==> src/rtl/id_issue_scoreboard.sv <==
// Decode-stage issue controller: classifies the SPARC instruction in decode and checks
// it against a busy-bit register scoreboard. Also reports the stall cause and counts stall cycles.
module id_issue_scoreboard #(
    parameter int BUS_INST_WIDTH  = 32,
    parameter int MAX_OUTSTANDING = 4,
    parameter int STALL_CNT_WIDTH = 16
) (
    input  logic                       clk,
    input  logic                       reset,
    input  logic                       dec_valid,
    input  logic [BUS_INST_WIDTH-1:0]  dec_inst,
    input  logic                       ex_ready,
    input  logic                       wb_valid,
    input  logic [4:0]                 wb_rd,
    input  logic                       flush,
    output logic                       issue,
    output logic                       stall,
    output logic [1:0]                 stall_cause,
    output logic [31:0]                busy_vec,
    output logic [4:0]                 outstanding,
    output logic [STALL_CNT_WIDTH-1:0] stall_cycles
);

    // State encodings deliberately equal the stall_cause codes they track.
    typedef enum logic [1:0] {
        ST_RUN = 2'b00,
        ST_HAZ = 2'b01,
        ST_LIM = 2'b10,
        ST_EXW = 2'b11
    } stall_state_e;

    localparam logic [31:0] NOP_INST = 32'h0100_0000;

    logic [31:0]                inst;
    logic [1:0]                 op;
    logic [2:0]                 op2;
    logic                       i_bit;
    logic [4:0]                 rs1;
    logic [4:0]                 rs2;
    logic [4:0]                 rd;

    logic                       src1_used;
    logic                       src2_used;
    logic                       src3_used;
    logic                       wr_en;
    logic [4:0]                 dest;
    logic                       writes;

    logic [31:0]                wb_mask;
    logic [31:0]                eff_busy;
    logic                       clear_hit;
    logic                       set_hit;
    logic                       raw;
    logic                       full;
    logic                       can_go;

    logic [31:0]                busy_q, busy_d;
    logic [4:0]                 outstanding_q, outstanding_d;
    logic [STALL_CNT_WIDTH-1:0] stall_cycles_q, stall_cycles_d;
    logic [STALL_CNT_WIDTH-1:0] stall_entries_q, stall_entries_d;
    stall_state_e               state_q, state_d;

    assign inst  = dec_inst[31:0];
    assign op    = inst[31:30];
    assign op2   = inst[24:22];
    assign i_bit = inst[13];
    assign rs1   = inst[18:14];
    assign rs2   = inst[4:0];
    assign rd    = inst[29:25];

    // NOTE: every output of a combinational block gets a default first; otherwise a path
    // that skips an assignment makes synthesis infer a latch.
    always_comb begin
        src1_used = 1'b0;
        src2_used = 1'b0;
        src3_used = 1'b0;
        wr_en     = 1'b0;
        dest      = rd;
        unique case (op)
            2'b00: wr_en = (op2 == 3'b100) && (inst != NOP_INST);
            2'b01: begin
                wr_en = 1'b1;
                dest  = 5'd15;
            end
            2'b10: begin
                src1_used = 1'b1;
                src2_used = ~i_bit;
                wr_en     = 1'b1;
            end
            default: begin
                src1_used = 1'b1;
                src2_used = ~i_bit;
                if (inst[21]) src3_used = 1'b1;   // store reads rd as data
                else          wr_en     = 1'b1;
            end
        endcase
    end

    assign writes = wr_en && (dest != 5'd0);

    // A writeback in this cycle forwards, so its register no longer counts as pending.
    assign wb_mask   = wb_valid ? (32'd1 << wb_rd) : 32'd0;
    assign eff_busy  = busy_q & ~wb_mask;
    assign clear_hit = wb_valid && busy_q[wb_rd];

    assign raw  = (src1_used && eff_busy[rs1]) ||
                  (src2_used && eff_busy[rs2]) ||
                  (src3_used && eff_busy[rd]);
    assign full = writes &&
                  ((outstanding_q - 5'(clear_hit)) == 5'(MAX_OUTSTANDING));

    assign can_go  = dec_valid && !flush && !reset;
    assign issue   = can_go && !raw && !full && ex_ready;
    assign stall   = dec_valid && !issue && !reset;
    assign set_hit = issue && writes;

    always_comb begin
        stall_cause = 2'b00;
        if (can_go && !issue) begin
            if (raw)       stall_cause = 2'b01;
            else if (full) stall_cause = 2'b10;
            else           stall_cause = 2'b11;
        end
    end

    always_comb begin
        busy_d        = busy_q;
        outstanding_d = outstanding_q;
        if (flush) begin
            busy_d        = 32'd0;
            outstanding_d = 5'd0;
        end else begin
            if (clear_hit) busy_d[wb_rd] = 1'b0;
            if (set_hit)   busy_d[dest]  = 1'b1;
            // A set onto a register cleared in the same cycle nets to zero.
            outstanding_d = outstanding_q - 5'(clear_hit)
                          + 5'(set_hit && !eff_busy[dest]);
        end
    end

    always_comb begin
        state_d         = stall_state_e'(stall_cause);
        stall_cycles_d  = stall_cycles_q;
        stall_entries_d = stall_entries_q;
        if (stall && (stall_cycles_q != '1))
            stall_cycles_d = stall_cycles_q + 1'b1;
        if ((state_q == ST_RUN) && (state_d != ST_RUN) && (stall_entries_q != '1))
            stall_entries_d = stall_entries_q + 1'b1;
    end

    // NOTE: sequential state uses non-blocking assignments so every register samples
    // the pre-edge values, independent of statement order.
    always_ff @(posedge clk) begin
        if (reset) begin
            state_q         <= ST_RUN;
            busy_q          <= 32'd0;
            outstanding_q   <= 5'd0;
            stall_cycles_q  <= '0;
            stall_entries_q <= '0;
        end else begin
            state_q         <= state_d;
            busy_q          <= busy_d;
            outstanding_q   <= outstanding_d;
            stall_cycles_q  <= stall_cycles_d;
            stall_entries_q <= stall_entries_d;
        end
    end

    assign busy_vec     = busy_q;
    assign outstanding  = outstanding_q;
    assign stall_cycles = stall_cycles_q;

endmodule
==> config.mk <==
export PLATFORM = sky130hd
export DESIGN_NAME = id_issue_scoreboard
export DESIGN_NICKNAME = d
export VERILOG_FILES = /design/src/rtl/id_issue_scoreboard.sv
export SDC_FILE = /design/constraint.sdc
export NUM_CORES = 1
export LEC_CHECK = 0
export BUFFER_PORTS_ARGS = -buffer_cell sky130_fd_sc_hd__buf_2
export CORE_ASPECT_RATIO = 1.5
export CORE_MARGIN = 2
export CORE_UTILIZATION = 60
export DETAILED_ROUTE_END_ITERATION = 16
export PLACE_DENSITY = 0.87
export SLEW_MARGIN = 30
export SYNTH_ARGS = -nofsm -noshare
export SYNTH_HDL_FRONTEND = slang
export SYNTH_SLANG_ARGS = --single-unit
==> constraint.sdc <==
create_clock -name clk -period 11.1 [get_ports clk]
set_clock_uncertainty 0.1 [all_clocks]
set_input_delay 1.11 -clock clk [delete_from_list [all_inputs] [get_ports clk]]
set_output_delay 1.11 -clock clk [all_outputs]
set_load 0.1 [all_outputs]
## After elaboration in Yosys (flattened, before gate mapping)

Index checks and enable logic that the tools add are counted.

| word-level totals | value |
|---|---|
| bits in registers | 53 |
| latch bits | 0 |
| RAM bits | 0 |
| bits in read-only memories | 0 |
| input port bits | 43 |
| output and inout bits | 57 |
| logic and storage cells | 88 |
| memories kept | 0 |

| cells by class | value |
|---|---|
| add/subtract/negate cells | 3 |
| multipliers | 0 |
| div/mod/pow operators | 0 |
| order comparisons | 7 |
| equal/unequal tests | 6 |
| shift-type cells | 1 |
| muxes and demuxes | 28 |
| bitwise operators | 6 |
| reduce and logical (&&, ||, !) cells | 34 |

Operator list:

| cell | number |
|---|---|
| 32-bit 2-to-1 mux | 4 |
| 32-bit bitwise AND | 2 |
| 32-bit NOT | 2 |
| 32-bit by 25-bit inequality test with 1-bit output, second input constant | 1 |
| 32-bit OR | 1 |
| 1-bit by 5-bit << shifter with 32-bit output, first input constant | 1 |
| 5-bit by 6-bit less-than comparator with 1-bit output, second input constant | 5 |
| 1-bit binary-select mux with 5-bit select | 5 |
| 1-bit logical AND | 20 |
| 16-bit by 1-bit adder with 16-bit output, second input constant | 1 |
| 16-bit inequality test, second input constant | 1 |
| 1-bit 2-to-1 mux | 13 |
| 1-bit demux with 5-bit select | 2 |
| 5-bit by 1-bit greater-or-equal comparator with 1-bit output, second input constant | 2 |
| 1-bit logical NOT | 6 |
| 2-bit OR reduction | 3 |
| 5-bit by 1-bit adder with 5-bit output | 1 |
| 5-bit by 3-bit == test with 1-bit output, second input constant | 1 |
| 5-bit 2-to-1 mux | 1 |
| 5-bit nonzero test | 1 |
| 5-bit by 1-bit subtractor with 5-bit output | 1 |
| 2-bit 2-to-1 mux | 2 |
| 3-bit == test, second input constant | 1 |
| 3-bit OR reduction | 1 |
| other kinds (6) | 7 |

## Depth between registers and ports, before layout

Gate-level depths: netlist (run 1).

| logic depth | value |
|---|---|
| word-level depth | 17 |
| gate-level depth with buffers | 21 |
| mapped depth without buffers | 19 |

## Worst setup path before layout (run 1)

Ideal clock, no wire load.

| timing path | value |
|---|---|
| kind | input -> output |
| start | in wb_rd[1] |
| end | out stall_cause[1] |
| arrival | 6.197 ns |
| data required time | 9.890 ns |
| setup slack | 3.693 ns |
| stages | 14 |
| buffers on the path | 2 |
| cells stage by stage | buf_2 -> clkbuf_1 -> mux4_2 -> mux4_2 -> mux2i_1 -> nor2b_1 -> ha_1 -> ha_1 -> nor3b_1 -> xnor2_1 -> nand3_1 -> a211oi_1 -> nor2_1 -> nor3_1 |

| between the ends | value |
|---|---|
| longest elaborated chain between the ends | 16 |
| elaborated cells on any way between the ends | 30 |
| those cells by class | 1 x add/sub; 1 x eq/ne; 1 x shift; 11 x mux; 2 x bitwise; 14 x reduce/logical |

RTL lines:

| element | RTL line | source |
|---|---|---|
| start: declaration | 14 | `input logic [4:0] wb_rd,` |
| branches (longest 15 deep; another with 5-bit by 1-bit subtractor with 5-bit output) | n/a |  |
| 2-bit 2-to-1 mux * | 119 | `if (can_go && !issue) begin` |
| end: declaration | 18 | `output logic [1:0] stall_cause,` |

Every way passes the cells marked *. The select of a mux whose other input is x is not followed.

## Worst setup path in the final report (run 1)

| timing path | value |
|---|---|
| start | in wb_rd[0] |
| end | out stall |

| between the ends | value |
|---|---|
| longest elaborated chain between the ends | 16 |
| elaborated cells on any way between the ends | 29 |
| those cells by class | 1 x add/sub; 1 x eq/ne; 1 x shift; 9 x mux; 2 x bitwise; 15 x reduce/logical |

RTL lines:

| element | RTL line | source |
|---|---|---|
| branches (longest 11 deep; another with 5-bit by 1-bit subtractor with 5-bit output) | n/a |  |
| 1-bit logical AND * (2 in series) | 113 | `assign issue = can_go && !raw && !full && ex_ready;` |
| 1-bit logical NOT * | 114 | `assign stall = dec_valid && !issue && !reset;` |
| 1-bit logical AND * (2 in series) | 114 |  |
| end: declaration | 17 | `output logic stall,` |

Marked as above.

==> Flow_metrics.wiki, run 1 <==
{| class="wikitable"
! Metric !! Value
|-
| Footprint of the multi-input gates || roughly 3200 µm²
|-
| DR WL/cell || 25.1 µm
|-
| Placement Rows || 38
|-
| Global route total overflow || 0
|-
| Min-Delay Path Class || reg -> reg
|-
| Largest vdd supply drop || 0.0000670 V
|-
| Clock root buffer || clkbuf_8
|-
| Flip-flop cell with the highest count after synthesis || dfxtp_1
|-
| Reg area || around 1100 µm²
|-
| Worst-path clk slew || 90 ps
|-
| HPWL after detailed placement || 13500 µm
|-
| Largest net degree at the start of global routing || 32
|-
| GRT Max-Usage Layer || met2
|-
| Shortest clock period the worst path allows after layout || 7060 ps
|-
| Global-route wire length before repair || roughly 27000 µm
|-
| Leading cell type in the layout, fill and taps excluded || buf_2
|-
| Start-to-end type of the worst setup path || in -> out
|-
| # Max-Cap Violations || 0
|-
| Met2 Track Usage GR || roughly two thirds
|-
| Async S/R FF share, synth || 0%
|-
| Nets || 671
|-
| Die outline height || 111 µm
|-
| Count of final hold-check violations || 0
|-
| Final worst-path cycle share || ~64%
|-
| Remaining antenna violation count || 0
|-
| Grt met1 use || 46.8%
|-
| Max-slew violation total from the final report || 0
|-
| Pleak || 2.02 nW
|-
| Final setup violating endpoints || 0
|-
| Max Clock Freq || 0.142 GHz
|-
| R2r setup slk || 6320 ps
|-
| Status || finished, final reports clean
|-
| Maximum clock insertion buffer count || 2
|-
| Power density over the cells || 78.7 nW/µm²
|-
| Standard cell area after detailed placement || 4960 µm²
|-
| Post-cts hold buffer count || 0
|-
| Global-route met3 utilization || a little over a tenth
|-
| Total number of clock tree sinks || 53
|-
| RD Place Congestion || about 1.2
|-
| Sequential element share of the synthesized area || approximately a quarter
|-
| Rel. slew slack || 35.6%
|-
| Cell count after placement || roughly 710
|-
| Total setup buffers inserted after CTS || 0
|-
| Final-layout fill cell count || 618
|-
| Io pins || 100
|-
| Detailed-route vias per instance || 7.49
|-
| Least-Margin Pin Slew || 962 ps
|-
| First DRT Iteration DRCs || 701
|-
| Number of global-route vias before repair || 5117
|-
| Initial Utilization || 62.4%
|-
| Count of buffers inserted at the top-level ports || 99
|-
| Skew-Pair Late Insertion Delay || 320 ps
|-
| Req. time, crit path || 9890 ps
|-
| Full die area || 8300 µm²
|-
| Leading cell types in the layout, fill and taps excluded || 99 x buf_2, 53 x dfxtp_1, 36 x nor2_1, 35 x nand2_1, 30 x o22ai_1
|-
| Maximum level of the CTS H-tree || 2
|-
| Share of cells above drive strength 1 || 23.2%
|-
| Number of enable flip-flop cells after synthesis || 0
|-
| Worst setup EP type || output pin
|-
| # diodes || 0
|-
| Core region area || 7270 µm²
|-
| Gate count of the mapped netlist || 559
|-
| Detailed-route DRC error count || 0
|-
| Worst path slowest cell || mux4_2
|-
| RSZ-0062 raised after global routing || no
|-
| Crit path launch type || primary input
|-
| Final Hold Slack || about 410 ps
|-
| Number of buffers created by CTS || 5
|-
| Number of antenna violations at the first check in global routing || 0
|-
| Worst path cell trace || buf_2 > mux4_2 > mux4_2 > mux2i_1 > nor2b_1 > ha_1 > ha_1 > xor2_1 > and3_1 > nand3_1 > a211oi_1 > nor4_2 > nand2_1 > nand2_1 > nor2_1 > buf_2
|-
| Number of gates resized after cts || 0
|-
| Relative area change from synthesis to final layout || 11.3%
|-
| Die width || 75.0 µm
|-
| Maximum fanout count along the critical path || 20
|-
| Cell family with the largest share of critical-path delay || simple AND/OR/NAND/NOR gates
|-
| Total Wirelength || 18000 µm
|-
| Area share of the leading cell type in the synthesized netlist || 23.4%
|-
| Synth Net Count || roughly 610
|-
| Flip-flop and latch count after synthesis || 53
|-
| Count of TritonRoute iterations in the first routing pass || 9
|-
| Peak per-stage delay on the critical path || 570 ps
|-
| Sum of negative setup slack || 0 ps
|-
| Crit path buf inv count || 2
|-
| TritonCTS clock tree || done
|-
| Number of distinct library cell variants in the gate-level netlist after synthesis || 77
|-
| Number of standard cells in the layout, taps in and fillers out || 720
|-
| Post-synthesis instance area || 4540 µm²
|-
| Final Instance Area || 5050 µm²
|-
| Leading cell types by total area after synthesis || dfxtp_1 23%, mux4_2 5.5%, o22ai_1 4.1%
|-
| Library cell with the largest summed area after synthesis || dfxtp_1
|-
| Total of warnings raised by yosys || 0
|-
| Detailed-route via count || 5394
|-
| Global-route usage over all layers || 43.1%
|-
| Synthesized area per cell || 8.12 µm²
|-
| Arrival @ worst endpoint || 5850 ps
|}
[cells in the mapped netlist (6+ instances only)]
cell	instances
dfxtp_1	53
nor2_1	36
nand2_1	35
clkbuf_1	30
o22ai_1	30
o21ai_0	26
nand3_1	18
inv_1	17
o211ai_1	17
mux2i_1	16
nand4_1	15
buf_2	14
o21ai_1	14
and3_1	13
mux2_2	13
nor3_1	13
mux4_2	11
a21oi_1	10
a211oi_1	9
ha_1	9
nand2b_1	9
nor2b_1	8
nor4_1	8
a311oi_1	7
nor3b_1	7
xnor2_1	7
o2111ai_1	6
o311ai_0	6
[per-stage QoR]
stage | util [%] | setup WS [ps] | power [mW]
global placement | 68.2 | 4390 | 0.286
detailed placement | 68.2 | 4150 | 0.288
CTS | 69.4 | 4110 | 0.392
global route | 69.5 | 3770 | 0.409
finish | 69.5 | 4040 | 0.398
floorplan | - | 3690 | 0.262
[sequential cells by signal (all words and copies together) (netlist names)]
| signal | count |
|---|---|
| outstanding | 5 |
| stall_cycles | 16 |
| busy_vec | 32 |
[layout make-up]
class,instances,share of cell area [%]
Clock buffer,6,1.44
Clock inverter,2,0.198
Inverter,19,1.41
Multi-Input combinational cell,440,63.5
Sequential cell,53,21.0
Tap cell,100,2.48
Timing Repair Buffer,100,9.95
[kinds of logic (layout without fill, tap and decap cells)]
family	after synthesis	after routing	share of synthesized area, %
and+or+nand+nor	203	203	25.6
muxes	44	44	13.2
xor gates and xnor gates	12	12	2.31
buffers and inverters	66	127	6.09
AOI/OAI and AO/OA	172	172	27.0
DFF	53	53	23.4
adders and majority gates	9	9	2.48
[layer usage]
layer,vias up,wire [µm],share of wire [%]
met5,-,0,0
met1,2485,5960,33
li1,2312,-,-
met2,463,8480,47
met4,0,1710,9.5
met3,134,1890,10
[final timing paths]
path,cells after the start,endpoint,from
worst max register to register,14,stall_cycles[5],busy_vec[31]
worst max-delay path,16,stall,wb_rd[0]
worst min register to register,1,stall_cycles[4],stall_cycles[4]
worst min-delay path,1,stall_cycles[4],stall_cycles[4]
[report_power, final]
group	internal, mW	switching, mW	total (mW)
Combinational	0.0262	0.0694	0.0956
Sequential	0.191	0.00139	0.192
Clock	0.0439	0.0655	0.109
Note: power is estimated with default switching activity, not from simulation.
==> run 2, diff against run 1 <==
CORE_UTILIZATION = 50   (was 60)
PLACE_DENSITY = 0.77   (was 0.87)
clock period = 5.85 ns   (was 11.1 ns; I/O delays follow)
==> run 2 against run 1 <==
Net effect:
- routed wire length increased by 1.2%
- via count decreased by 1.6%
- largest cell class unchanged
- register-to-register slack got worse by 5000 ps
- global-route usage decreased by 5.6 points
- utilization decreased by 11 points
- final cell count increased by 1.5%
- critical endpoint unchanged
- final area increased by 2.3%
- sequential power increased by 90%
- highest routed layer unchanged
==> Flow_metrics.wiki, run 2 (synthesis gave the netlist of run 1 again) <==
{| class="wikitable"
! Metric !! Value
|-
| Relative area change from synthesis to final layout || 13.8%
|-
| Number of gates resized after cts || 0
|-
| Global route total overflow || 0
|-
| Peak per-stage delay on the critical path || 580 ps
|-
| DR WL/cell || around 25 µm
|-
| Rel. slew slack || 36.9%
|-
| Shortest clock period the worst path allows after layout || ~5300 ps
|-
| Io pins || 100
|-
| Worst path cell trace || buf_2 > mux4_2 > mux4_2 > mux2i_1 > nor2b_1 > ha_1 > ha_1 > nor3b_1 > xnor2_1 > nand3_1 > a211oi_1 > nor4_2 > nand2_1 > nand2_1 > nor2_2 > buf_12
|-
| Req. time, crit path || 5160 ps
|-
| Sum of negative setup slack || 0 ps
|-
| Largest net degree at the start of global routing || 32
|-
| Launch instance of the worst register-to-register path || busy_vec[22]
|-
| Pleak || 2.06 nW
|-
| Max Clock Freq || 0.188 GHz
|-
| Worst setup EP type || output pin
|-
| Nets || 672
|-
| Detailed-route vias per instance || 7.26
|-
| Worst-path clk slew || 70 ps
|-
| Placement Rows || 42
|-
| Maximum fanout count along the critical path || 20
|-
| Met2 Wirelength || 8700 µm
|-
| Crit path launch type || primary input
|-
| Detailed-route via count || 5305
|-
| Power density over the cells || 166 nW/µm²
|-
| Number of standard cells in the layout, taps in and fillers out || 731
|-
| Footprint of the multi-input gates || 3230 µm²
|-
| Least-Margin Pin Slew || 933 ps
|-
| Count of TritonRoute iterations in the first routing pass || 8
|-
| Share of cells above drive strength 1 || 24.2%
|-
| Final Hold Slack || a little under 400 ps
|-
| Largest register FFs || 32
|-
| Global-route usage over all layers || approximately 37%
|-
| Max-slew violation total from the final report || 0
|-
| Maximum level of the CTS H-tree || 2
|-
| Arrival @ worst endpoint || 4620 ps
|-
| Die outline height || 121 µm
|-
| Reg power frac || 42.6%
|-
| Total Wirelength || 18300 µm
|-
| Status || finished, final reports clean
|-
| Skew-Pair Late Insertion Delay || ~300 ps
|-
| Portion of total power attributed to the clock network || 35.9%
|-
| Leading cell types in the layout, fill and taps excluded || 98 x buf_2, 53 x dfxtp_1, 35 x nor2_1, 35 x nand2_1, 30 x o22ai_1
|-
| Global-route wire length before repair || 28000 µm
|-
| Start-to-end type of the worst setup path || in -> out
|-
| Net switching power || 284 µW
|-
| Leading cell type in the layout, fill and taps excluded || buf_2
|-
| Initial Utilization || between 50% and 60%
|-
| Cell count after placement || 723
|-
| Remaining antenna violation count || 0
|-
| Met3 wire length || between 1500 and 2000 µm
|-
| Post-cts hold buffer count || 0
|-
| Total number of clock tree sinks || 53
|-
| TritonCTS clock tree || done
|-
| Clock root buffer || clkbuf_16
|-
| Count of buffers inserted at the top-level ports || 99
|-
| HPWL after detailed placement || between 10000 and 15000 µm
|-
| Full die area || a little under 10000 µm²
|-
| Final worst-path cycle share || 90.7%
|-
| Worst path slowest cell || mux4_2
|-
| Setup slack after placement || 620 ps
|-
| Final-layout fill cell count || 844
|-
| Post-layout worst setup margin || 543 ps
|-
| Startpoint of the tightest hold check path || stall_cycles[4]
|-
| Switching power share of the total || 33.1%
|-
| Largest vdd supply drop || 0.000137 V
|-
| Internal power || roughly 570 µW
|-
| Total setup buffers inserted after CTS || 0
|-
| Die width || 81.8 µm
|-
| First DRT Iteration DRCs || 620
|-
| Wire length the detailed router placed on met1 || 6340 µm
|-
| RD Place Congestion || 1.04
|-
| Sum of internal, switching and leakage power || approximately 860 µW
|-
| Maximum clock insertion buffer count || 2
|-
| Count of final hold-check violations || 0
|-
| Max Used Layer || met4
|-
| Number of antenna violations at the first check in global routing || 0
|-
| RSZ-0062 raised after global routing || no
|-
| Combinational Power Share || 21.6%
|-
| Final setup violating endpoints || 0
|-
| Crit path buf inv count || 2
|-
| Detailed-route DRC error count || 0
|-
| Min-Delay Path Class || reg -> reg
|-
| Core region area || 8830 µm²
|-
| # Max-Cap Violations || 0
|-
| Launching instance or port of the critical path || wb_rd[0]
|-
| Cell family with the largest share of critical-path delay || multiplexers
|-
| Number of buffers created by CTS || 5
|-
| Number of global-route vias before repair || 5071
|-
| Reg area || 1060 µm²
|-
| # diodes || 0
|}
-- run 2: cell types whose count changed in the layout (fill, tap and decap cells not counted), sizes merged --
cell	previous run	this run
clkinv	4	3
clkbuf	6	5
clkinvlp	0	1
inv	17	18
buf	100	101
-- run 2: per-stage QoR --
stage	area, µm²	utilization, %
floorplan	4550	-
global placement	5010	56.8
detailed placement	5010	56.8
CTS	5160	58.4
global route	5170	58.6
finish	5170	58.6
-- run 2: power by group through the flow --
stage               registers, mW  logic, mW  clock network (mW)
floorplan                   0.387      0.112                   0
global placement            0.373      0.176                   0
detailed placement          0.373      0.177                   0
CTS                         0.365      0.178               0.307
global route                0.365      0.195               0.321
finish                      0.365      0.185               0.308
-- run 2: final timing paths --
path	depth (start not counted)	slack [ps]	to
setup / recovery	16	540	stall
hold / removal	1	390	stall_cycles[4]
setup reg to reg	15	1330	stall_cycles[5]
hold reg to reg	1	390	stall_cycles[4]
-- run 2: layout make-up --
cell class                 count  area share, %
tap                          110           2.66
clock inverter                 3          0.411
clock buffer                   5           2.42
timing repair buffer         101           10.2
sequential                    53           20.5
multi-input combinational    440           62.4
inverter                      19           1.38
-- run 2: layer usage --
metal / GRT usage [%] / up-vias
li1: - / 2309
met1: 42.3 / 2486
met2: 62.2 / 392
met3: 7.61 / 118
met4: 24.5 / 0
met5: 0 / -
==> run 3, diff against run 2 <==
CELL_PAD_IN_SITES_DETAIL_PLACEMENT = 1   (was default)
CELL_PAD_IN_SITES_GLOBAL_PLACEMENT = 2   (was default)
CORE_UTILIZATION = 29   (was 50)
PLACE_DENSITY = default   (was 0.77)
PLACE_DENSITY_LB_ADDON = 0.1   (was default)
==> run 3 against run 2 <==
Net effect:
- utilization down 24 points
- clock-buffer cell count up 1
- sequential share of layout area down 0.66 points
- worst hold slack better by 9.9 ps
- global-route usage down 12 points
- final area up 3.3%
- register-to-register slack worse by 70 ps
- sequential power about the same
- final cell count up 13%
- first-iteration DRC count down 51%
- combinational power about the same
==> Flow_metrics.wiki, run 3 (synthesis gave the netlist of run 1 again) <==
{| class="wikitable"
! Metric !! Value
|-
| Count of final hold-check violations || 0
|-
| Reg power frac || 39.7%
|-
| Worst setup EP type || output pin
|-
| Count of buffers inserted at the top-level ports || about 100
|-
| Io pins || 100
|-
| Worst-path clk slew || roughly 70 ps
|-
| HPWL after detailed placement || 16300 µm
|-
| Min-Delay Path Class || reg -> reg
|-
| Detailed-route vias per instance || 6.14
|-
| TritonCTS clock tree || done
|-
| Global-route usage over all layers || 25.2%
|-
| Footprint of the multi-input gates || 3220 µm²
|-
| Detailed-route via count || a little over 5000
|-
| Sum of negative setup slack || 0 ps
|-
| Number of buffers created by CTS || 5
|-
| Internal power || between 600 and 700 µW
|-
| Worst path slowest cell || mux4_2
|-
| Core region area || 15500 µm²
|-
| Final-layout fill cell count || 1887
|-
| Crit path launch type || primary input
|-
| RD Place Congestion || 0.923
|-
| Number of standard cells in the layout, taps in and fillers out || 828
|-
| Global route total overflow || 0
|-
| # diodes || 0
|-
| Clock root buffer || clkbuf_16
|-
| Total number of clock tree sinks || between 50 and 60
|-
| First DRT Iteration DRCs || 304
|-
| Arrival @ worst endpoint || 4650 ps
|-
| Maximum clock insertion buffer count || 2
|-
| Number of global-route vias before repair || 5364
|-
| Leading cell types in the layout, fill and taps excluded || 98 x buf_2, 53 x dfxtp_1, 35 x nor2_1, 35 x nand2_1, 30 x o22ai_1
|-
| DR WL/cell || 25.5 µm
|-
| Peak per-stage delay on the critical path || between 500 and 600 ps
|-
| # Max-Cap Violations || 0
|-
| Power density over the cells || approximately 170 nW/µm²
|-
| Switching power share of the total || 31.8%
|-
| Cell count after placement || 820
|-
| Skew-Pair Late Insertion Delay || 310 ps
|-
| Nets || around 680
|-
| Full die area || 16700 µm²
|-
| Pleak || between 2 and 2.5 nW
|-
| RSZ-0062 raised after global routing || no
|-
| Number of gates resized after cts || 0
|-
| Reg area || 1060 µm²
|-
| Maximum level of the CTS H-tree || 2
|-
| Worst path cell trace || buf_2 > mux4_2 > mux4_2 > mux2i_1 > nor2b_1 > ha_1 > ha_1 > xor2_1 > and3_1 > nand3_1 > a211oi_1 > nor4_2 > nand2_1 > nand2_1 > nor2_2 > buf_12
|-
| Status || finished, final reports clean
|-
| Rel. slew slack || a little under two fifths
|-
| Global-route wire length before repair || 31800 µm
|-
| Net switching power || 292 µW
|-
| Detailed-route DRC error count || 0
|-
| Least-Margin Pin Slew || 922 ps
|-
| Final setup violating endpoints || 0
|-
| Die width || 106 µm
|-
| Combinational Power Share || 20.1%
|-
| Die outline height || 157 µm
|-
| Max-slew violation total from the final report || 0
|-
| Relative area change from synthesis to final layout || 17.6%
|-
| Initial Utilization || 29.3%
|-
| Remaining antenna violation count || 0
|-
| Largest register FFs || 32
|-
| Shortest clock period the worst path allows after layout || between 5000 and 6000 ps
|-
| Leading cell type in the layout, fill and taps excluded || buf_2
|-
| Post-layout worst setup margin || 518 ps
|-
| Share of cells above drive strength 1 || 24.5%
|-
| Count of TritonRoute iterations in the first routing pass || 5
|-
| Final worst-path cycle share || 91.1%
|-
| Setup slack after placement || 496 ps
|-
| Largest net degree at the start of global routing || 32
|-
| Max Clock Freq || 0.188 GHz
|-
| Req. time, crit path || 5160 ps
|-
| Start-to-end type of the worst setup path || in -> out
|-
| Largest vdd supply drop || 0.000124 V
|-
| Sum of internal, switching and leakage power || 920 µW
|-
| Placement Rows || 56
|-
| Portion of total power attributed to the clock network || roughly 40%
|-
| Total setup buffers inserted after CTS || 0
|-
| Maximum fanout count along the critical path || 20
|-
| Post-cts hold buffer count || 0
|-
| Number of antenna violations at the first check in global routing || 0
|-
| Total Wirelength || 21100 µm
|}
-- run 3: cell types whose count changed in the layout (fill, tap and decap cells not counted), sizes merged --
| cell | delta |
|---|---|
| inv | -1 |
| clkbuf | +1 |
| buf | +4 |
| clkinv | -1 |
| bufinv | +1 |
-- run 3: per-layer routing --
layer  global-route usage [%]  wire [µm]
met4                     15.0       1270
met3                     4.02       1210
met5                        0          0
met1                     26.6       7640
met2                     46.6      11000
-- run 3: worst paths after layout --
kind / from / to / slack, ps / depth (start not counted)
setup / recovery: wb_rd[0] / stall / 520 / 16
hold / removal: stall_cycles[3] / stall_cycles[3] / 400 / 1
setup reg to reg: busy_vec[31] / stall_cycles[5] / 1260 / 16
hold reg to reg: stall_cycles[3] / stall_cycles[3] / 400 / 1
-- run 3: power by group through the flow --
stage	combinational, mW	clock [mW]	sequential [mW]
finish	0.185	0.370	0.365
detailed placement	0.183	0	0.374
global route	0.198	0.393	0.366
CTS	0.184	0.381	0.365
global placement	0.181	0	0.373
floorplan	0.112	0	0.387
-- run 3: area by class of cell --
class | instances | area share, %
clock buffer | 6 | 2.60
clock inverter | 2 | 0.703
timing repair buffer | 105 | 10.4
multi-input combinational | 440 | 60.3
sequential | 53 | 19.9
tap | 203 | 4.76
inverter | 19 | 1.34
-- run 3: stage by stage --
step                      cell area (µm²)  util [%]  hold WS [ps]
after floorplan                      4550         -           803
after global placement               5160      33.3           370
after detailed placement             5160      33.4           383
after CTS                            5340      34.5           403
after global routing                 5340      34.5           446
final                                5340      34.5           400
-- run 3: worst max-delay path: cells and delay by family --
kind                       cells  cell delay [ps]
xor gates and xnor gates       1              270
AOI/OAI and AO/OA              1              520
buffers and inverters          2              570
adders and majority gates      2              420
muxes                          3             1270
and+or+nand+nor                7              990
